`src/rtl/vmem_port_arbiter.sv`:
```
// Port-B arbiter for the vector data memory: shares one 128-bit RAM port between the
// vector pipeline memory stage and the audio sample DMA engine, one access per cycle.
module vmem_port_arbiter #(
    parameter int unsigned AW           = 8,
    parameter int unsigned DW           = 128,
    parameter int unsigned LEN_W        = 4,
    parameter int unsigned STARVE_LIMIT = 8
) (
    input  logic             clk,
    input  logic             reset,
    // CPU (vector memory stage)
    input  logic             cpu_req,
    input  logic             cpu_we,
    input  logic [AW-1:0]    cpu_addr,
    input  logic [DW-1:0]    cpu_wdata,
    output logic             cpu_gnt,
    output logic             cpu_stall,
    output logic             cpu_rvalid,
    output logic [DW-1:0]    cpu_rdata,
    // DMA engine
    input  logic             dma_req,
    input  logic             dma_we,
    input  logic [AW-1:0]    dma_addr,
    input  logic [LEN_W-1:0] dma_len,
    input  logic [DW-1:0]    dma_wdata,
    output logic             dma_beat,
    output logic             dma_rvalid,
    output logic [DW-1:0]    dma_rdata,
    output logic             dma_done,
    output logic             busy,
    // RAM port B
    output logic [AW-1:0]    address_b,
    output logic [DW-1:0]    data_b,
    output logic             wren_b,
    input  logic [DW-1:0]    q_b
);

    localparam int unsigned SW = $clog2(STARVE_LIMIT + 1);

    typedef enum logic [0:0] {StArb, StBurst} state_e;

    state_e           state_q, state_d;
    logic [SW-1:0]    starve_q, starve_d;
    logic [LEN_W-1:0] rem_q, rem_d;
    logic [AW-1:0]    baddr_q, baddr_d;
    logic             bwe_q, bwe_d;
    logic             rv_q, rown_q;
    logic [AW-1:0]    addr_last_q;
    logic [DW-1:0]    data_last_q;
    logic             starved;

    assign starved = (starve_q == SW'(STARVE_LIMIT));

    // State register and control counters
    always_ff @(posedge clk) begin
        if (reset) begin
            state_q  <= StArb;
            starve_q <= '0;
            rem_q    <= '0;
            baddr_q  <= '0;
            bwe_q    <= 1'b0;
            rv_q     <= 1'b0;
            rown_q   <= 1'b0;
        end else begin
            state_q  <= state_d;
            starve_q <= starve_d;
            rem_q    <= rem_d;
            baddr_q  <= baddr_d;
            bwe_q    <= bwe_d;
            // Read-return pipe: one entry per granted read, owner 1 = DMA
            rv_q     <= (cpu_gnt & ~cpu_we) | (dma_beat & ~wren_b);
            rown_q   <= dma_beat;
        end
    end

    // Last driven RAM address/data, held while nobody is granted
    always_ff @(posedge clk) begin
        if (cpu_gnt || dma_beat) begin
            addr_last_q <= address_b;
            data_last_q <= data_b;
        end
    end

    // Next-state: burst sequencing and DMA starvation counter
    always_comb begin
        state_d  = state_q;
        starve_d = starve_q;
        rem_d    = rem_q;
        baddr_d  = baddr_q;
        bwe_d    = bwe_q;
        unique case (state_q)
            StArb: begin
                if (dma_beat) begin
                    starve_d = '0;
                    baddr_d  = dma_addr + AW'(1);
                    bwe_d    = dma_we;
                    rem_d    = dma_len;
                    if (dma_len != '0) state_d = StBurst;
                end else if (dma_req) begin
                    starve_d = starved ? starve_q : starve_q + SW'(1);
                end else begin
                    starve_d = '0;
                end
            end
            StBurst: begin
                baddr_d = baddr_q + AW'(1);
                rem_d   = rem_q - LEN_W'(1);
                if (rem_q == LEN_W'(1)) state_d = StArb;
            end
            default: state_d = StArb;
        endcase
    end

    // Outputs: grant decision and RAM port steering
    always_comb begin
        cpu_gnt   = 1'b0;
        dma_beat  = 1'b0;
        dma_done  = 1'b0;
        address_b = addr_last_q;
        data_b    = data_last_q;
        wren_b    = 1'b0;
        unique case (state_q)
            StArb: begin
                if (dma_req && starved) begin
                    dma_beat = 1'b1;
                end else if (cpu_req) begin
                    cpu_gnt = 1'b1;
                end else if (dma_req) begin
                    dma_beat = 1'b1;
                end
                if (dma_beat) begin
                    address_b = dma_addr;
                    data_b    = dma_wdata;
                    wren_b    = dma_we;
                    dma_done  = (dma_len == '0);
                end else if (cpu_gnt) begin
                    address_b = cpu_addr;
                    data_b    = cpu_wdata;
                    wren_b    = cpu_we;
                end
            end
            StBurst: begin
                dma_beat  = 1'b1;
                address_b = baddr_q;
                data_b    = dma_wdata;
                wren_b    = bwe_q;
                dma_done  = (rem_q == LEN_W'(1));
            end
            default: ;
        endcase
    end

    assign cpu_stall  = cpu_req & ~cpu_gnt;
    assign busy       = (state_q == StBurst);
    assign cpu_rvalid = rv_q & ~rown_q;
    assign dma_rvalid = rv_q & rown_q;
    assign cpu_rdata  = q_b;
    assign dma_rdata  = q_b;

endmodule

```
`config.mk`:
```
export PLATFORM = sky130hd
export DESIGN_NAME = vmem_port_arbiter
export DESIGN_NICKNAME = d
export VERILOG_FILES = /design/src/rtl/vmem_port_arbiter.sv
export SDC_FILE = /design/constraint.sdc
export NUM_CORES = 1
export LEC_CHECK = 0
export BUFFER_PORTS_ARGS = -buffer_cell sky130_fd_sc_hd__buf_2
export CAP_MARGIN = 20
export CORE_AREA = 5 5 308 310
export CTS_CLUSTER_SIZE = 30
export DETAILED_ROUTE_END_ITERATION = 8
export DIE_AREA = 0 0 313 315
export PLACE_DENSITY_LB_ADDON = 0.2
export SKIP_LAST_GASP = 1
export SYNTH_ARGS = -nofsm -noshare
export SYNTH_HDL_FRONTEND = slang
export SYNTH_SLANG_ARGS = --single-unit
```
`constraint.sdc`:
```
create_clock -name clk -period 6.45 [get_ports clk]
set_input_delay 1.29 -clock clk [delete_from_list [all_inputs] [get_ports clk]]
set_output_delay 1.29 -clock clk [all_outputs]
set_load 0.01 [all_outputs]
```
Word-level counts from Yosys, hierarchy flattened
Index checks and enable logic that the tools add are counted.
- register bits after elaboration: 156
- input bits: 410
- output and inout bits: 400
- logic and storage cells: 65
- add/sub/neg operators: 4
- equality and inequality tests: 4
- mux-type cells: 31
- bitwise logic cells: 11
- reduce and logical (&&, ||, !) cells: 6
- operators by type and width (operator ; count):
    $mux W128 ; 2
    $pmux W128 S2 ; 1
    $pmux W8 S2 ; 2
    $mux W8 ; 3
    $add A8 B1 Y8 const B ; 2
    $mux W4 ; 4
    $mux W1 ; 14
    $pmux W1 S2 ; 4
    $pmux W4 S2 ; 1
    $and A1 B1 Y1 ; 5
    $not A1 Y1 ; 5
    $add A4 B1 Y4 const B ; 1
    $eq A4 B1 Y1 const B ; 1
    $eq A4 B4 Y1 const B ; 1
    $logic_not A4 Y1 ; 1
    $reduce_and A2 Y1 ; 2
    $reduce_bool A4 Y1 ; 1
    $sub A4 B1 Y4 const B ; 1
    $ne A3 B3 Y1 const B ; 1
    $ne A2 B2 Y1 const B ; 1
    $logic_and A1 B1 Y1 ; 1
    $logic_or A1 B1 Y1 ; 1
    $or A1 B1 Y1 ; 1

Logic depth before layout (Yosys ltp)
Gate-level depths: netlist (run 1).
- depth in word-level cells: 10
- depth in mapped cells: 9
- gate-level depth less buffers: 8

Worst setup path after synthesis (run 1)
No wires, ideal clock.
- path kind: input-to-reg
- start: in cpu_req
- end: reg addr_last_q[0], enable pin
- library setup time: 1176 ps
- arrival: 4481 ps
- required time: 5274 ps
- slack: 793 ps
- stages on the path: 6
- path buffers: 3
- cells stage by stage: clkbuf_1 -> nand2b_1 -> and3_1 -> buf_2 -> buf_1 -> nand2_1
- word-level cells in the longest chain between the ends: 5
- elaborated cells between the ends (all ways): 9
- classes of those cells: 8 x mux; 1 x reduce/logical
- ends and longest elaborated chain (item ; RTL line ; source):
    from (decl) ; 12 ; input logic cpu_req,
    $mux W1 ; 126 ; end else if (cpu_req) begin
    $mux W1 ; 124 ; if (dma_req && starved) begin
    $mux W1 ; 122 ; unique case (state_q)
    $pmux W1 S2 / $mux W1 (equally long branches) ; 122 ;
    $logic_or A1 B1 Y1 (*) ; 78 ; if (cpu_gnt || dma_beat) begin
    to (signal assigned) ; 79 ; addr_last_q <= address_b;
    to (decl) ; 48 ; logic [AW-1:0] addr_last_q;
Every way passes the cells marked *; elsewhere a longest branch is shown, timed or not. The select of a mux whose other input is x is not followed.
A chain may end at the register's enable or synchronous reset.

Worst setup path after layout (run 1)
- start: in dma_req
- end: out data_b[38]
- word-level cells in the longest chain between the ends: 6
- elaborated cells between the ends (all ways): 10
- classes of those cells: 9 x mux; 1 x reduce/logical
- ends and longest elaborated chain (item ; RTL line ; source):
    from (decl) ; 21 ; input logic dma_req,
    $mux W1 / $logic_and A1 B1 Y1 (equally long branches) ; 128, 124 ;
    $mux W1 (on tied branches) ; 126, 124 ;
    $mux W1 (on tied branches) ; 124, 122 ;
    $mux W1 / $mux W128 (equally long branches) ; 122, 136 ;
    $mux W128 (*) ; 131 ; if (dma_beat) begin
    $pmux W128 S2 (*) ; 122 ;
    to (decl) ; 33 ; output logic [DW-1:0] data_b,
Marks and branches as above.

==> summary.txt, run 1 <==
Clk pwr share -> 0.355
post-synthesis compound-gate area fraction -> 0.105
max cap viols -> 0
Slew HR -> 0.473
die span in x -> 313 um
worst skew pair latency -> 0.48 ns
FP Rows -> 111
die area -> 98600 um^2
first-pass GRT wire length -> 55.4 mm
Fmax achieved -> 0.215 GHz
final slew viol count -> 0
P_sw -> 972 uW
Seq/Total Area, Yosys -> 0.453
CTS Buf Count -> 17
Layout area overhead -> 22.4%
antenna-violating nets left -> 0
status -> complete, no violations
final setup vio count -> 0
Post-synth EDFFs -> 136
Worst Path Arrival -> 3.37 ns
Mean Syn Cell Area -> 8.64 um^2
clk_skew -> 0.00829 ns
share of cells above drive strength 1 -> 0.372
Iteration-0 DRC Markers -> 369
average routed wire per standard cell -> 15.7 um
CTS Hold Bufs -> 0
Post-CTS Setup Bufs -> 0
Syn Nets -> 1559
critical path launch point type -> primary input
filler instances -> 10519
most common cell after layout, fill and taps aside -> buf_2
DR vias/cell -> 3.34
Yosys top cell area share -> 0.413
Post-synth ARST share -> 0
Ports -> 810
simple-gate share of the synthesized area -> 0.185
largest family of logic cells by synthesized area -> buffers and inverters
cell count after synthesis -> 1144
Pwr Density -> 258 nW/um^2
CTS sink cnt -> 156
Fin. Hold Viols -> 0
yosys warns -> 0
crit path cell chain -> buf_2 > nand4b_1 > and3_4 > buf_12 > nor2_1 > a31oi_1 > buf_2
vias in the first global route -> 8398
Synth Area in XOR/XNOR -> 0.00354
GRT overflow -> 0
placer congestion estimate -> 0.841
DP HPWL -> 29.4 mm
Switching Share -> 0.312
leading area contributor after synthesis -> edfxtp_1
Crit path top cell by count -> buf_2
multiplexer share of the synthesized area -> 0.0177
CTS tree -> done
vias post-DR -> 8285
Yosys reg bits -> 156
worst slew pin tran -> 0.791 ns
Crit path largest cell delay -> 0.72 ns
top post-synthesis cells by area -> edfxtp_1, buf_4, nand2_1
drc violations -> 0
Hold Crit Class -> flop to flop
drt first pass iters -> 5
core box area -> 91400 um^2
slowest stage cell, crit path -> and3_4
Final Critical Period -> 4.66 ns
clock root cell -> clkbuf_16
cell area after synthesis -> 9890 um^2
final setup TNS -> 0 ns
antenna violations before repair -> 3
period utilization -> 0.722
CTS max path bufs -> 2
GRT Overall Usage -> 0.0750
Post-CTS Resized -> 0
largest net degree at the start of global routing -> 94
WP buf/inv -> 3
RSZ-0062 raised after global routing -> false
share of power burned in registers -> 0.420
Comb power frac -> 0.225
peak supply drop -> 0.163 mV
Crit path max-delay family -> simple AND/OR/NAND/NOR gates
Buffers on Ports -> 425
Int Pwr -> 2150 uW
Worst-path clk slew -> 0.07 ns
nets -> 1696
synth unique cells -> 46
worst reg2reg setup slack -> 2.96 ns
CP max FO -> 93
depth of the CTS H-tree -> 4
Die Height -> 315 um
Min Hold Slack -> 0.459 ns
Tot Pwr -> 3120 uW
Initial Util -> 0.108
CP endpoint kind -> primary output
most frequent cells in the layout -> buf_2, nand2_1, nor2_1
CP required -> 5.16 ns
Lkg Pwr -> 0.00497 uW
Main synth FF type -> edfxtp_1
critical path type -> primary input to primary output
Post-Route WL -> 38.9 mm
Synth Area in Adders -> 0.00633
[power by group through the flow]
stage                     Combinational (uW)  Clock [uW]  Sequential, uW
after floorplan                          532           0            1330
after global placement                   723           0            1330
after detailed placement                 720           0            1330
after CTS                                722        1190            1310
after global routing                     779        1220            1320
final                                    701        1110            1310
[cell type report]
type	count	area [um^2]	share of cell area
flip-flops and latches	156	4480	0.370
multi-input cells	653	3170	0.262
repair buffers	440	2310	0.191
well taps	1186	1480	0.123
clock buffers	18	429	0.0354
clock inverters	14	170	0.0141
inverters	13	48.8	0.00403
diodes	3	7.51	0.000620
[metal layers]
layer	GRT usage	wire (um)
met1	0.0820	15400
met2	0.119	17800
met3	0.0360	3830
met4	0.0438	1880
met5	0	13
[cells in the mapped netlist (all sizes together), types with 2 or more instances]
cell and n:
nor3 3, nor2 141, inv 12, nand4 4, or3 2, nand3 8
nand3b 2, ha 5, nand2 282, nor4 2, nor3b 2, and3 3
mux2i 13, mux2 4, nor2b 2, dfxtp 20, buf 294, a21oi 14
xnor2 3, and2 3, clkbuf 28, o21ai 6, a31oi 134, nand2b 2
a211oi 4, edfxtp 136
[final timing paths]
path / startpoint / to / cells past startpoint
hold reg to reg: baddr_q[1] / baddr_q[1] / 2
setup / recovery: dma_req / data_b[38] / 7
setup reg to reg: starve_q[0] / data_last_q[44] / 7
hold / removal: baddr_q[1] / baddr_q[1] / 2
[registers in the layout, summed over array words and instances, names as in the netlist]
signal       cells
addr_last_q      8
data_last_q    128
starve_q         4
busy             1
baddr_q          8
rown_q           1
rem_q            4
bwe_q            1
rv_q             1
[cell families (layout without fill, tap and decap cells)]
group	after synthesis	in the layout
other	0	3
multiplexers	17	17
XOR/XNOR	4	4
flip-flops	156	156
AND/OR/NAND/NOR	461	461
adder cells (fa/ha/maj)	5	5
buffers and inverters	335	485
AO/OA/AOI/OAI	166	166
[through the flow]
stage / util / cell area (um^2) / instances / setup WS [ns]
after floorplan: - / 9890 / 1144 / 0.793
after global placement: 0.126 / 11500 / 2448 / 1.66
after detailed placement: 0.126 / 11500 / 2448 / 1.70
after CTS: 0.132 / 12100 / 2480 / 1.71
after global routing: 0.132 / 12100 / 2482 / 1.54
final: 0.132 / 12100 / 2483 / 1.79
[worst reg2reg max path: stages (launching register included)]
cell	delay [ns]
dfxtp_1	0.39
inv_1	0.06
ha_1	0.21
nand4b_1	0.20
and3_4	0.72
buf_4	0.42
nand2_4	0.44
buf_12	0.40
(Power assumes the default switching activity.)
==> inputs of run 2 (changes only) <==
Settings changed: CORE_AREA 5 5 308 310 to 5 5 315 317, DIE_AREA 0 0 313 315 to 0 0 320 322.
Clock period 6.45 ns to 3.8 ns, I/O delays scaled along.
==> run 2 against run 1 <==
Against the previous run: non-clock buffer count increased by 18; routed wire length increased by 0.75%; setup slack got worse by 1.5 ns; critical endpoint is now data_b[80]; clock power increased by 61%; combinational power increased by 74%; critical path type is now flop to primary output; clock skew increased by 0.0062 ns; final cell count increased by 4.4%.
==> summary.txt, run 2 (synthesis results as in run 1) <==
GRT Overall Usage -> 0.0726
most common cell after layout, fill and taps aside -> buf_2
drc violations -> 0
Crit path largest cell delay -> 0.39 ns
depth of the CTS H-tree -> 4
CTS sink cnt -> 156
share of cells above drive strength 1 -> 0.381
Fmax achieved -> 0.283 GHz
clk_skew -> 0.0145 ns
most frequent cells in the layout -> buf_2, nand2_1, nor2_1
Post-Route WL -> 39.2 mm
Buffers on Ports -> 425
CTS max path bufs -> 2
status -> complete, no violations
final slew viol count -> 0
DP HPWL -> 30.9 mm
Worst R2R Path Depth -> 7
CTS Buf Count -> 17
placer congestion estimate -> 0.792
die span in x -> 320 um
Pwr Density -> 422 nW/um^2
Iteration-0 DRC Markers -> 239
worst reg2reg setup slack -> 1.24 ns
RSZ-0062 raised after global routing -> false
critical path launch point type -> flop
Layout area overhead -> 25.4%
peak supply drop -> 0.340 mV
worst slew pin tran -> 0.739 ns
nets -> 1714
Slew HR -> 0.504
Worst-path clk slew -> 0.07 ns
CTS Hold Bufs -> 0
core box area -> 96000 um^2
crit path cell chain -> inv_1 > ha_1 > nand4b_1 > and2_4 > buf_12 > buf_4 > nand2_1 > a31oi_1 > buf_2
first-pass GRT wire length -> 55.3 mm
slowest stage cell, crit path -> dfxtp_1
CTS tree -> done
antenna-violating nets left -> 0
CP max FO -> 44
Initial Util -> 0.103
Lkg Pwr -> 0.00506 uW
vias post-DR -> 8194
Final Critical Period -> 3.53 ns
DR vias/cell -> 3.16
CP required -> 3.04 ns
max cap viols -> 0
critical path type -> flop to primary output
Fin. Hold Viols -> 0
Ports -> 810
drt first pass iters -> 5
FP Rows -> 114
dpl cell area -> 11800 um^2
registers with the most flip-flops -> data_last_q x128, addr_last_q x8, baddr_q x8
Tot Pwr -> 5230 uW
clock root cell -> clkbuf_16
hold depth -> 2
Hold Crit Class -> flop to flop
GRT overflow -> 0
max reg flops -> 128
Worst Path Arrival -> 2.77 ns
setup ws final -> 0.269 ns
dpl ws -> 0.439 ns
final setup vio count -> 0
vias in the first global route -> 8513
die area -> 103000 um^2
Die Height -> 322 um
CP endpoint kind -> primary output
period utilization -> 0.929
average routed wire per standard cell -> 15.1 um
Most flops, register -> data_last_q
largest net degree at the start of global routing -> 80
worst skew pair latency -> 0.49 ns
antenna violations before repair -> 7
final setup TNS -> 0 ns
finished layout cell area -> 12400 um^2
-- run 2: path summary, 6_finish.rpt --
kind | from | end
max | starve_q[0] | data_b[80]
min reg2reg | baddr_q[0] | baddr_q[0]
max reg2reg | starve_q[0] | data_last_q[6]
min | baddr_q[0] | baddr_q[0]
-- run 2: cell type report --
| class | instances | area, um^2 |
|---|---|---|
| clock inverters | 10 | 88.8 |
| repair buffers | 458 | 2500 |
| diodes | 5 | 12.5 |
| well taps | 1276 | 1600 |
| flip-flops and latches | 156 | 4480 |
| inverters | 13 | 48.8 |
| fillers | 11094 | 83600 |
| clock buffers | 22 | 487 |
| multi-input cells | 653 | 3180 |
-- run 2: what timing repair did --
item / in CTS / in global routing
setup buffers: 0 / 0
endpoints found under the hold margin: 0 / 0
gates resized for setup: 0 / 1
endpoints found under the setup margin: 0 / 2
-- run 2: power breakdown --
group	internal (uW)	switching (uW)	leakage, uW
Clock	975	813	0.000273
Combinational	473	748	0.00326
Sequential	2160	63.3	0.00152
Total	3610	1620	0.00506
-- run 2: stage by stage --
step	cells	util	hold slack, ns
floorplan	1144	-	0.432
global placement	2557	0.123	0.445
detailed placement	2557	0.123	0.447
CTS	2589	0.129	0.457
global route	2591	0.129	0.495
finish	2593	0.129	0.455
-- run 2: worst max-delay path, delay by kind of cell (launching register included) --
kind,cells,cell delay (ns)
AOI/OAI and AO/OA,1,0.32
buffers and inverters,4,0.81
adders and majority gates,1,0.21
DFF,1,0.39
and+or+nand+nor,3,0.51
-- run 2: routing by layer --
layer,part of all wire,GRT usage
met1,0.37,0.0734
met2,0.46,0.117
met3,0.11,0.0395
met5,0,0
met4,0.057,0.0461
==> inputs of run 3 (changes only) <==
Settings changed: CAP_MARGIN 20 to not set, PLACE_DENSITY set to 0.42, PLACE_DENSITY_LB_ADDON 0.2 to not set.
==> run 3 against run 2 <==
Against the previous run: first-iteration DRC count rose by 67%; hold slack lost 0.00051 ns; fmax barely moved; sequential power barely moved; combinational power about the same; clock skew grew 0.0050 ns; largest cell class unchanged; largest power group unchanged.
==> summary.txt, run 3 (synthesis results as in run 1) <==
final setup TNS -> 0 ns
CP required -> 3.04 ns
most common cell after layout, fill and taps aside -> buf_2
GRT overflow -> 0
vias post-DR -> 8385
die span in x -> 320 um
setup ws final -> 0.271 ns
first-pass GRT wire length -> 54.4 mm
M2 GR Usage -> 0.105
share of cells above drive strength 1 -> 0.383
DP HPWL -> 29.9 mm
FF-to-FF Start -> starve_q[0]
status -> complete, no violations
Pwr Density -> 425 nW/um^2
Die Height -> 322 um
average routed wire per standard cell -> 15.1 um
worst skew pair latency -> 0.50 ns
Worst Setup SP -> starve_q[0]
clk_skew -> 0.0195 ns
gr busiest metal -> met2
met1 Use GR -> 0.0783
drt first pass iters -> 5
dpl ws -> 0.443 ns
Initial Util -> 0.103
crit path cell chain -> inv_1 > ha_1 > nand4b_1 > and3_4 > buf_12 > buf_4 > nor2_1 > a31oi_1 > buf_2
clock root cell -> clkbuf_16
worst slew pin tran -> 0.888 ns
CTS tree -> done
Worst-path clk slew -> 0.08 ns
Comb power frac -> 0.234
P_sw -> 1710 uW
Worst Hold Launch -> baddr_q[1]
Slew HR -> 0.408
Hold Crit Class -> flop to flop
CTS sink cnt -> 156
vias in the first global route -> 8341
nets -> 1716
final slew viol count -> 0
share of power burned in registers -> 0.421
Crit path largest cell delay -> 0.40 ns
Ports -> 810
Iteration-0 DRC Markers -> 399
Fin. Hold Viols -> 0
FP Rows -> 114
depth of the CTS H-tree -> 4
RSZ-0062 raised after global routing -> false
critical path launch point type -> flop
most frequent cells in the layout -> buf_2, nand2_1, nor2_1
slowest stage cell, crit path -> and3_4
WP buf/inv -> 4
core box area -> 96000 um^2
CTS Buf Count -> 17
Clk pwr share -> 0.345
max reg flops -> 128
largest net degree at the start of global routing -> 137
placer congestion estimate -> 0.806
DR vias/cell -> 3.23
final setup vio count -> 0
Post-CTS Resized -> 0
registers with the most flip-flops -> data_last_q x128, addr_last_q x8, baddr_q x8
CTS Hold Bufs -> 0
met3 GRT Util -> 0.0404
drc violations -> 0
Switching Share -> 0.325
critical path type -> flop to primary output
Lkg Pwr -> 0.00507 uW
period utilization -> 0.929
die area -> 103000 um^2
max cap viols -> 0
Most flops, register -> data_last_q
Crit path max-delay family -> buffers and inverters
CP max FO -> 36
Post-CTS Setup Bufs -> 0
peak supply drop -> 0.272 mV
Layout area overhead -> 25.5%
Final Critical Period -> 3.53 ns
Int Pwr -> 3560 uW
Buffers on Ports -> 425
Fmax achieved -> 0.283 GHz
antenna violations before repair -> 9
Post-Route WL -> 39.2 mm
antenna-violating nets left -> 0
Worst Path Arrival -> 2.77 ns
GRT Overall Usage -> 0.0714
CTS max path bufs -> 2
CP endpoint kind -> primary output
-- run 3: changes by cell type in the layout (fill, tap and decap cells not counted) --
cell | before | now
a31oi_1 | 133 | 134
a31oi_2 | 1 | 0
and3_2 | 0 | 1
buf_4 | 23 | 24
clkbuf_1 | 3 | 1
clkbuf_16 | 19 | 17
clkinv_2 | 4 | 0
clkinv_4 | 0 | 2
clkinvlp_4 | 4 | 3
diode_2 | 5 | 3
inv_6 | 1 | 4
inv_8 | 0 | 4
-- run 3: power groups by stage --
stage               clock [uW]  combinational, uW  sequential (uW)
global placement             0               1260             2250
global route              1990               1370             2240
floorplan                    0                903             2250
detailed placement           0               1250             2260
CTS                       1940               1260             2220
finish                    1820               1230             2220
-- run 3: path summary, 6_finish.rpt --
check / to / slack, ns / cells past startpoint
worst max-delay path: data_b[79] / 0.27 / 9
worst min-delay path: baddr_q[1] / 0.45 / 2
worst max register to register: data_last_q[125] / 0.99 / 8
worst min register to register: baddr_q[1] / 0.45 / 2
-- run 3: metrics by stage --
stage	hold WS [ns]	cell area [um^2]	util	cells	total power, uW
after floorplan	0.432	9890	-	1144	3150
after global placement	0.441	11800	0.123	2555	3520
after detailed placement	0.445	11800	0.123	2555	3510
after CTS	0.456	12400	0.129	2587	5420
after global routing	0.489	12400	0.129	2591	5610
final	0.455	12400	0.129	2593	5280
-- run 3: layout make-up --
cell class | count | area [um^2]
Fill cell | 11023 | 83600
Clock inverter | 14 | 150
Antenna cell | 3 | 7.51
Clock buffer | 18 | 429
Multi-Input combinational cell | 654 | 3190
Tap cell | 1276 | 1600
Sequential cell | 156 | 4480
Inverter | 13 | 48.8
Timing Repair Buffer | 459 | 2510
-- run 3: routing by layer --
| metal | routed length, um | vias to the layer above |
|---|---|---|
| li1 | - | 3975 |
| met1 | 15600 | 3753 |
| met2 | 16800 | 540 |
| met3 | 4760 | 111 |
| met4 | 2020 | 6 |
| met5 | 34 | - |
-- run 3: worst min-delay path, cell delays in order (launching register included) --
cell,delay (ns)
dfxtp_1,0.31
nand2_1,0.05
a21oi_1,0.05
